File: src/rtl/hazard_fwd_ctrl.sv
// Hazard, forwarding and flush control for an N-deep in-order RISC-V pipe.
// Tracks downstream destination registers in a shift-register scoreboard.
module hazard_fwd_ctrl #(
  parameter int REG_ADDR_W   = 5,
  parameter int DEPTH        = 2,
  parameter int LOAD_STAGE   = 2,
  parameter int FLUSH_CYCLES = 1,
  parameter int FW           = $clog2(DEPTH+1)
) (
  input  logic                  clk,
  input  logic                  rst,
  input  logic                  id_valid,
  input  logic [REG_ADDR_W-1:0] id_rs1,
  input  logic [REG_ADDR_W-1:0] id_rs2,
  input  logic                  id_rs1_valid,
  input  logic                  id_rs2_valid,
  input  logic [REG_ADDR_W-1:0] id_rd,
  input  logic                  id_reg_wr,
  input  logic                  id_is_load,
  input  logic                  br_taken,
  output logic [FW-1:0]         fwd_a,
  output logic [FW-1:0]         fwd_b,
  output logic                  stall,
  output logic                  flush,
  output logic [DEPTH-1:0]      stage_valid
);

  localparam int CW = 3;

  logic [DEPTH-1:0]                 vld_q, vld_d;
  logic [DEPTH-1:0]                 wr_q, wr_d;
  logic [DEPTH-1:0]                 ld_q, ld_d;
  logic [DEPTH-1:0][REG_ADDR_W-1:0] rd_q, rd_d;
  logic [CW-1:0]                    cnt_q, cnt_d;

  logic use_a, use_b;
  logic hz_a, hz_b;
  logic br_ok;
  logic bubble;

  assign use_a = id_valid & id_rs1_valid & (id_rs1 != '0);
  assign use_b = id_valid & id_rs2_valid & (id_rs2 != '0);

  // Walk oldest to youngest so the youngest match overwrites older ones.
  always_comb begin
    fwd_a = '0;
    fwd_b = '0;
    hz_a  = 1'b0;
    hz_b  = 1'b0;
    for (int k = DEPTH - 1; k >= 0; k--) begin
      if (use_a && vld_q[k] && wr_q[k] && rd_q[k] == id_rs1) begin
        fwd_a = FW'(k + 1);
        hz_a  = ld_q[k] && (k + 1 < LOAD_STAGE);
      end
      if (use_b && vld_q[k] && wr_q[k] && rd_q[k] == id_rs2) begin
        fwd_b = FW'(k + 1);
        hz_b  = ld_q[k] && (k + 1 < LOAD_STAGE);
      end
    end
  end

  assign br_ok       = br_taken & vld_q[0];
  assign flush       = br_ok | (cnt_q != '0);
  assign stall       = ~flush & (hz_a | hz_b);
  assign bubble      = flush | stall | ~id_valid;
  assign stage_valid = vld_q;

  always_comb begin
    vld_d = vld_q;
    wr_d  = wr_q;
    ld_d  = ld_q;
    rd_d  = rd_q;
    for (int k = DEPTH - 1; k >= 1; k--) begin
      vld_d[k] = vld_q[k-1];
      wr_d[k]  = wr_q[k-1];
      ld_d[k]  = ld_q[k-1];
      rd_d[k]  = rd_q[k-1];
    end
    if (bubble) begin
      vld_d[0] = 1'b0;
      wr_d[0]  = 1'b0;
      ld_d[0]  = 1'b0;
      rd_d[0]  = '0;
    end else begin
      vld_d[0] = 1'b1;
      wr_d[0]  = id_reg_wr & (id_rd != '0);
      ld_d[0]  = id_is_load;
      rd_d[0]  = id_rd;
    end
  end

  always_comb begin
    cnt_d = cnt_q;
    if (br_ok)
      cnt_d = CW'(FLUSH_CYCLES - 1);
    else if (cnt_q != '0)
      cnt_d = cnt_q - 1'b1;
  end

  always_ff @(posedge clk or negedge rst) begin
    if (!rst) begin
      vld_q <= '0;
      wr_q  <= '0;
      ld_q  <= '0;
      rd_q  <= '0;
      cnt_q <= '0;
    end else begin
      vld_q <= vld_d;
      wr_q  <= wr_d;
      ld_q  <= ld_d;
      rd_q  <= rd_d;
      cnt_q <= cnt_d;
    end
  end

endmodule

File: config.mk
export PLATFORM = sky130hd
export DESIGN_NAME = hazard_fwd_ctrl
export DESIGN_NICKNAME = d
export VERILOG_FILES = /design/src/rtl/hazard_fwd_ctrl.sv
export SDC_FILE = /design/constraint.sdc
export NUM_CORES = 1
export LEC_CHECK = 0
export ABC_AREA = 1
export CAP_MARGIN = 20
export CORE_ASPECT_RATIO = 1.2
export CORE_UTILIZATION = 42
export CTS_CLUSTER_SIZE = 30
export DETAILED_ROUTE_END_ITERATION = 8
export GPL_TIMING_DRIVEN = 0
export PLACE_DENSITY = 0.86
export SKIP_LAST_GASP = 1
export SLEW_MARGIN = 20
export SYNTH_ARGS = -nofsm -noshare
export SYNTH_HDL_FRONTEND = slang
export SYNTH_SLANG_ARGS = --single-unit
File: constraint.sdc
create_clock -name clk -period 1.31 [get_ports clk]
set_input_delay 0.262 -clock clk [delete_from_list [all_inputs] [get_ports clk]]
set_output_delay 0.262 -clock clk [all_outputs]
set_load 0.02 [all_outputs]
==> results_dict.tcl, run 1 <==
set metrics [dict create \
    drive_above_1_share_pct 33.9 \
    clock_latency_ps 290 \
    ctsLongestPathBuffers 2 \
    r2r-start "rd_d[6]$_DFF_PN0_" \
    power_density_nw_per_um2 1200 \
    use_met3_pct 3.22 \
    clkPwrFrac_pct 13.0 \
    hold_ws_ps 400 \
    htreeDepth 1 \
    ir_drop_uv 1370 \
    drcViolationCount 0 \
    die_w_um 47.7 \
    synthAdderAreaFrac_pct 2.38 \
    final_util_pct 71.3 \
    drt_iter0_markers 29 \
    grt-busiest-layer "met2" \
    fin_setup_tns_ps -4870 \
    first_pass_iters 4 \
    cts_buffers 3 \
    power.share.combinational_pct 49.3 \
    synthMuxAreaShare_pct 0 \
    startpoint "rd_d[6]$_DFF_PN0_" \
    grt_util_met1_pct 26.7 \
    reg2reg_to "rd_d[8]$_DFF_PN0_" \
    drv_cap 0 \
    num_vias 1121 \
    syn2layout_area_growth_pct 58.0 \
    p_leak_nw 0.842 \
    cp-end-kind "output port" \
    hp-class "reg -> reg" \
    dieArea_um2 2710 \
    worst_ep_arrival_time_ps 1650 \
    final_nets 219 \
    finalCritPeriodShare_pct 146 \
    die_h_um 56.8 \
    synth_top_family_by_area "simple AND/OR/NAND/NOR gates" \
    track_usage_pct 23.0 \
    initial_core_util_pct 45.1 \
    cts_root_buffer "clkbuf_4" \
    ys_warn_count 0 \
    io_pins 31 \
    n_antenna_cell 0 \
    required_ps 1050 \
    crit_type "reg -> out" \
    core_area_um2 2330 \
    synth.cell_area_um2 1050 \
    critPathLaunchType "flop" \
    vias_per_cell 5.03 \
    overflow 0 \
    ant_nets 0 \
    grt_pass1_wl_mm 4.44 \
    grt_pass1_vias 1082 \
    dpl_worst_slack_ps -1120 \
    fmax_mhz 522 \
    clk_pin_slew_ps 100 \
    yosys.area.top_type "dfrtp_1" \
    placed_cells 207 \
    seqPwrFrac_pct 37.7 \
    cts_tree "built" \
    gr-usage-met2_pct 40.3 \
    synth_cell_type_count 20 \
    final_max_slew_viol_count 0 \
    syn-num-nets 171 \
    gp_congestion 0.900 \
    sw_frac_of_total_pct 37.2 \
    wl_per_cell_um 13.6 \
    routed_wl_mm 3.04 \
    status "finished, violations left" \
    slew_headroom_pct 49.5 \
    regArea_um2 450 \
    clock-sinks 18 \
    seq_area_frac_synth_pct 42.9 \
    synthXorXnorAreaFrac_pct 5.00 \
    power.total_mw 2.00 \
    endpoint "stall" \
    synth-simple-area-share_pct 31.2 \
    multi_input_area_um2 614 \
    synth_compound_area_share_pct 5.71 \
    synth_seq_cells 18 \
    reg2reg_slack_ps -290 \
    num-fill-cells 198 \
    antenna_found_initial 0 \
    dp_hpwl_mm 2.07 \
    final_design_area_no_fill_um2 1660 \
    fin_skew_ps 13.7 \
    setup_viol 15 \
    worst_pin_slew_ps 756 \
    switchingPower_mw 0.742 \
    numPortBuffers 30 \
    power.internal_mw 1.26 \
    synth_top_cells_by_area "dfrtp_1, nand2_1, inv_1" \
    critPathMaxFanout 4 \
    place_area_um2 1430 \
    worstHoldStart "wr_q[0]$_DFF_PN0_" \
    setup_ws_ps -605 \
    hold_viol 0 \
    worst_r2r_path_depth 8 \
    rsz0062_at_grt "true" \
    grt_max_degree 19 \
    holdPathStages 0 \
    syn_avg_cell_area_um2 7.20 \
    fin_cells 223 \
    yosysTopAreaCellShare_pct 42.9 \
    violations "negative setup slack" \
    min_period_ps 1910 \
    rows 19 \
    netlist_instances 146 \
]
[how the worst min path moves through the flow]
| stage | to | slack, ps |
|---|---|---|
| global route | wr_q[1]$_DFF_PN0_ | 410 |
| CTS | wr_q[1]$_DFF_PN0_ | 380 |
| floorplan | cnt_q[0]$_DFFE_PN0P_ | -30 |
| detailed placement | wr_q[1]$_DFF_PN0_ | 360 |
| global placement | wr_q[1]$_DFF_PN0_ | 360 |
| finish | wr_q[1]$_DFF_PN0_ | 400 |
[cell families (layout without fill, tap and decap cells)]
group,count (synthesis),after routing
DFF,18,18
buffers and inverters,35,81
xor gates and xnor gates,6,6
AOI/OAI and AO/OA,11,11
adders and majority gates,2,2
and+or+nand+nor,74,74
[cells in the mapped netlist, drive strengths merged]
cell and instances:
a21oi 5, buf 1, clkinv 1, dfrtp 18, ha 2, inv 33
nand2 34, nand3 11, nand4 4, nor2 23, nor3 2, o21ai 4
o31ai 2, xnor2 3, xor2 3
[layout by cell type (no fill, tap or decap), types with 3 or more instances in the layout]
| cell | instances |
|---|---|
| clkbuf_4 | 3 |
| inv_1 | 19 |
| buf_4 | 12 |
| dlygate4sd2_1 | 11 |
| nand3_2 | 4 |
| buf_6 | 8 |
| nor2_1 | 13 |
| nand2_1 | 32 |
| nand3_1 | 6 |
| nor2_2 | 4 |
| nand4_1 | 3 |
| nor2_4 | 6 |
| clkdlybuf4s50_1 | 12 |
| xor2_1 | 3 |
| inv_2 | 12 |
| dfrtp_1 | 18 |
[per-layer routing]
layer | vias up | part of all wire [%]
met1 | 520 | 38
li1 | 538 | -
met2 | 51 | 53
met4 | 0 | 4.3
met3 | 12 | 4.4
met5 | - | 0
[power groups by stage]
| stage | registers [mW] | logic (mW) | clock network, mW |
|---|---|---|---|
| 2_1_floorplan | 0.751 | 0.433 | 0 |
| 3_3_place_gp | 0.753 | 0.629 | 0 |
| 3_5_place_dp | 0.765 | 0.683 | 0 |
| 4_1_cts | 0.740 | 0.830 | 0.260 |
| 5_1_grt | 0.763 | 1.06 | 0.287 |
| 6_report | 0.753 | 0.985 | 0.260 |
[timing repair]
action / in CTS / in global routing
setup endpoints to repair: 16 / 18
pin swaps: 10 / 12
hold buffers: 0 / 0
resized for setup: 58 / 24
hold endpoints to repair: 0 / 0
buffers inserted: 9 / 4
[worst max-delay path, cell delays in order, from the launching register on]
cell and delay (ps):
dfrtp_1 410, inv_1 80, nand2_1 110, nand3_2 100, nor2_4 150, nand4_1 200
a21oi_4 180, buf_6 120
[sequential cells by signal, indices dropped and copies added (netlist names)]
| signal | count |
|---|---|
| rd_q | 5 |
| wr_q | 2 |
| stage_valid | 2 |
| rd_d | 5 |
| ld_q | 1 |
| cnt_q | 3 |
[final cells by class]
class	count	share of cell area [%]
tap	31	2.34
clock buffer	3	1.36
buffer	1	0.452
multi-input combinational	93	37.0
sequential	18	27.1
inverter	34	7.99
timing repair buffer	43	23.7
No activity file was read; power rests on OpenSTA's default activity.
==> run 2, diff against run 1 <==
- GPL_ROUTABILITY_DRIVEN: not set -> 0
==> run 2 against run 1 <==
The run still ends with negative setup slack left. Count of clock-buffer cells in the layout up 1. Critical path depth grew 1. Wire length fell by 10%. Sequential power is 0.7% higher. Clock skew is 3.3 ps lower. First-iteration DRC count rose by 17%. Cell count unchanged. Register-to-register slack better by 30 ps. Critical path type unchanged. Largest power group unchanged.
==> results_dict.tcl, run 2 (same netlist as run 1, synthesis figures left out) <==
set metrics [dict create \
    grt_pass1_vias 1050 \
    vias_per_cell 4.87 \
    final_nets 218 \
    drcViolationCount 0 \
    syn2layout_area_growth_pct 58.1 \
    worst_pin_slew_ps 743 \
    cts_root_buffer "clkbuf_4" \
    hold_buffers 0 \
    hp-class "in -> async" \
    numPortBuffers 30 \
    fin_setup_tns_ps -4860 \
    power.internal_mw 1.33 \
    power_density_nw_per_um2 1250 \
    place_area_um2 1430 \
    dieArea_um2 2710 \
    cp-end-kind "output port" \
    fin_skew_ps 10.4 \
    num_vias 1086 \
    clk_pin_slew_ps 110 \
    first_pass_iters 4 \
    seqPwrFrac_pct 36.6 \
    drt_iter0_markers 34 \
    cp.buffers_inverters 2 \
    final_design_area_no_fill_um2 1660 \
    cp_top_family "simple AND/OR/NAND/NOR gates" \
    clkPwrFrac_pct 16.7 \
    status "finished, violations left" \
    die_h_um 56.8 \
    min_period_ps 1850 \
    rsz0062_at_grt "true" \
    rows 19 \
    cts_tree "built" \
    grt_pass1_wl_mm 4.08 \
    num-fill-cells 214 \
    ctsLongestPathBuffers 2 \
    cp_common_cell "nand2_1" \
    drive_above_1_share_pct 35.9 \
    wl_per_cell_um 12.2 \
    crit_chain "inv_1 -> nand2_1 -> nand2_1 -> nand2_1 -> nor2_4 -> nand4_4 -> a21oi_4 -> buf_6" \
    p_leak_nw 0.836 \
    clock-sinks 18 \
    ant_nets 0 \
    placed_cells 207 \
    cts_buffers 3 \
    violations "negative setup slack" \
    overflow 0 \
    final_max_slew_viol_count 0 \
    ir_drop_uv 1240 \
    critPathMaxFanout 4 \
    slowest_delay_ps 430 \
    worst_ep_arrival_time_ps 1590 \
    n_antenna_cell 0 \
    core_area_um2 2330 \
    drv_cap 0 \
    dpl_worst_slack_ps -1080 \
    power.share.combinational_pct 46.7 \
    fmax_mhz 541 \
    htreeDepth 1 \
    die_w_um 47.7 \
    critPathLaunchType "flop" \
    routed_wl_mm 2.73 \
    setup_ws_ps -537 \
    sw_frac_of_total_pct 36.0 \
    switchingPower_mw 0.745 \
    hold_viol 0 \
    final_common_cell "nand2_1" \
    initial_core_util_pct 45.1 \
    layout_common_cells "nand2_1, dfrtp_1, inv_1" \
    clock_latency_ps 310 \
    track_usage_pct 21.4 \
    crit_type "reg -> out" \
    required_ps 1050 \
    antenna_found_initial 0 \
    power.total_mw 2.07 \
    setup_viol 17 \
    finalCritPeriodShare_pct 141 \
    critPathSlowestCell "dfrtp_1" \
    io_pins 31 \
    dp_hpwl_mm 1.93 \
    slew_headroom_pct 50.3 \
    fin_cells 223 \
    grt_max_degree 19 \
]
[run 2: cell count changes in the layout (fill, tap and decap cells not counted), moves of 2 or more]
cell     delta
inv_2       +2
nand2_2     +2
nor2_1      -2
inv_1       -2
nor2_2      +3
nand2_1     -2
[run 2: final timing paths]
kind	depth (start not counted)	slack, ps	to	start
hold reg to reg	0	400	wr_q[1]$_DFF_PN0_	wr_q[0]$_DFF_PN0_
setup reg to reg	11	-260	wr_q[0]$_DFF_PN0_	cnt_q[0]$_DFFE_PN0P_
max in group asynchronous	1	450	rd_q[5]$_DFF_PN0_	rst
min in group clk	0	400	wr_q[1]$_DFF_PN0_	wr_q[0]$_DFF_PN0_
hold / removal	1	380	cnt_q[0]$_DFFE_PN0P_	rst
setup / recovery	8	-540	stall	rd_d[9]$_DFF_PN0_
[run 2: worst reg2reg max path, delay by kind of cell, from the launching register on]
kind                       cells  cell delay, ps
adders and majority gates      2             270
and+or+nand+nor                4             430
DFF                            1             410
buffers and inverters          5             390
[run 2: per-layer routing]
layer	global-route usage (%)	share of wire, %	up-vias
li1	-	-	540
met3	1.93	5.3	11
met2	38.0	53	43
met1	23.4	38	492
met5	0	0	-
met4	11.5	3.8	0
[run 2: cell type report]
cell class / instances / area, µm² / area share [%]
Tap cell: 31 / 38.8 / 2.33
Inverter: 34 / 133 / 7.98
Buffer: 1 / 7.51 / 0.452
Sequential cell: 18 / 450 / 27.1
Timing Repair Buffer: 42 / 389 / 23.4
Clock buffer: 4 / 36.3 / 2.18
Multi-Input combinational cell: 93 / 607 / 36.5
[run 2: power by group through the flow]
stage	Sequential, mW	Clock [mW]	Combinational, mW
after detailed placement	0.761	0	0.668
after global routing	0.770	0.368	1.07
after CTS	0.740	0.338	0.823
after floorplan	0.751	0	0.433
final	0.758	0.346	0.969
after global placement	0.753	0	0.628
[run 2: through the flow]
step / util [%] / hold WS [ps]
finish: 71.3 / 383
global route: 71.3 / 414
CTS: 66.6 / 386
detailed placement: 61.5 / 364
global placement: 61.5 / 362
floorplan: - / -33.6
[run 2: repair_timing]
action                                 in CTS  in global routing
gates resized for setup                    62                 23
endpoints found under the hold margin       0                  0
buffers inserted                            8                  6
gates cloned                                0                  0
pin swaps                                  10                 14
setup endpoints to repair                  16                 17
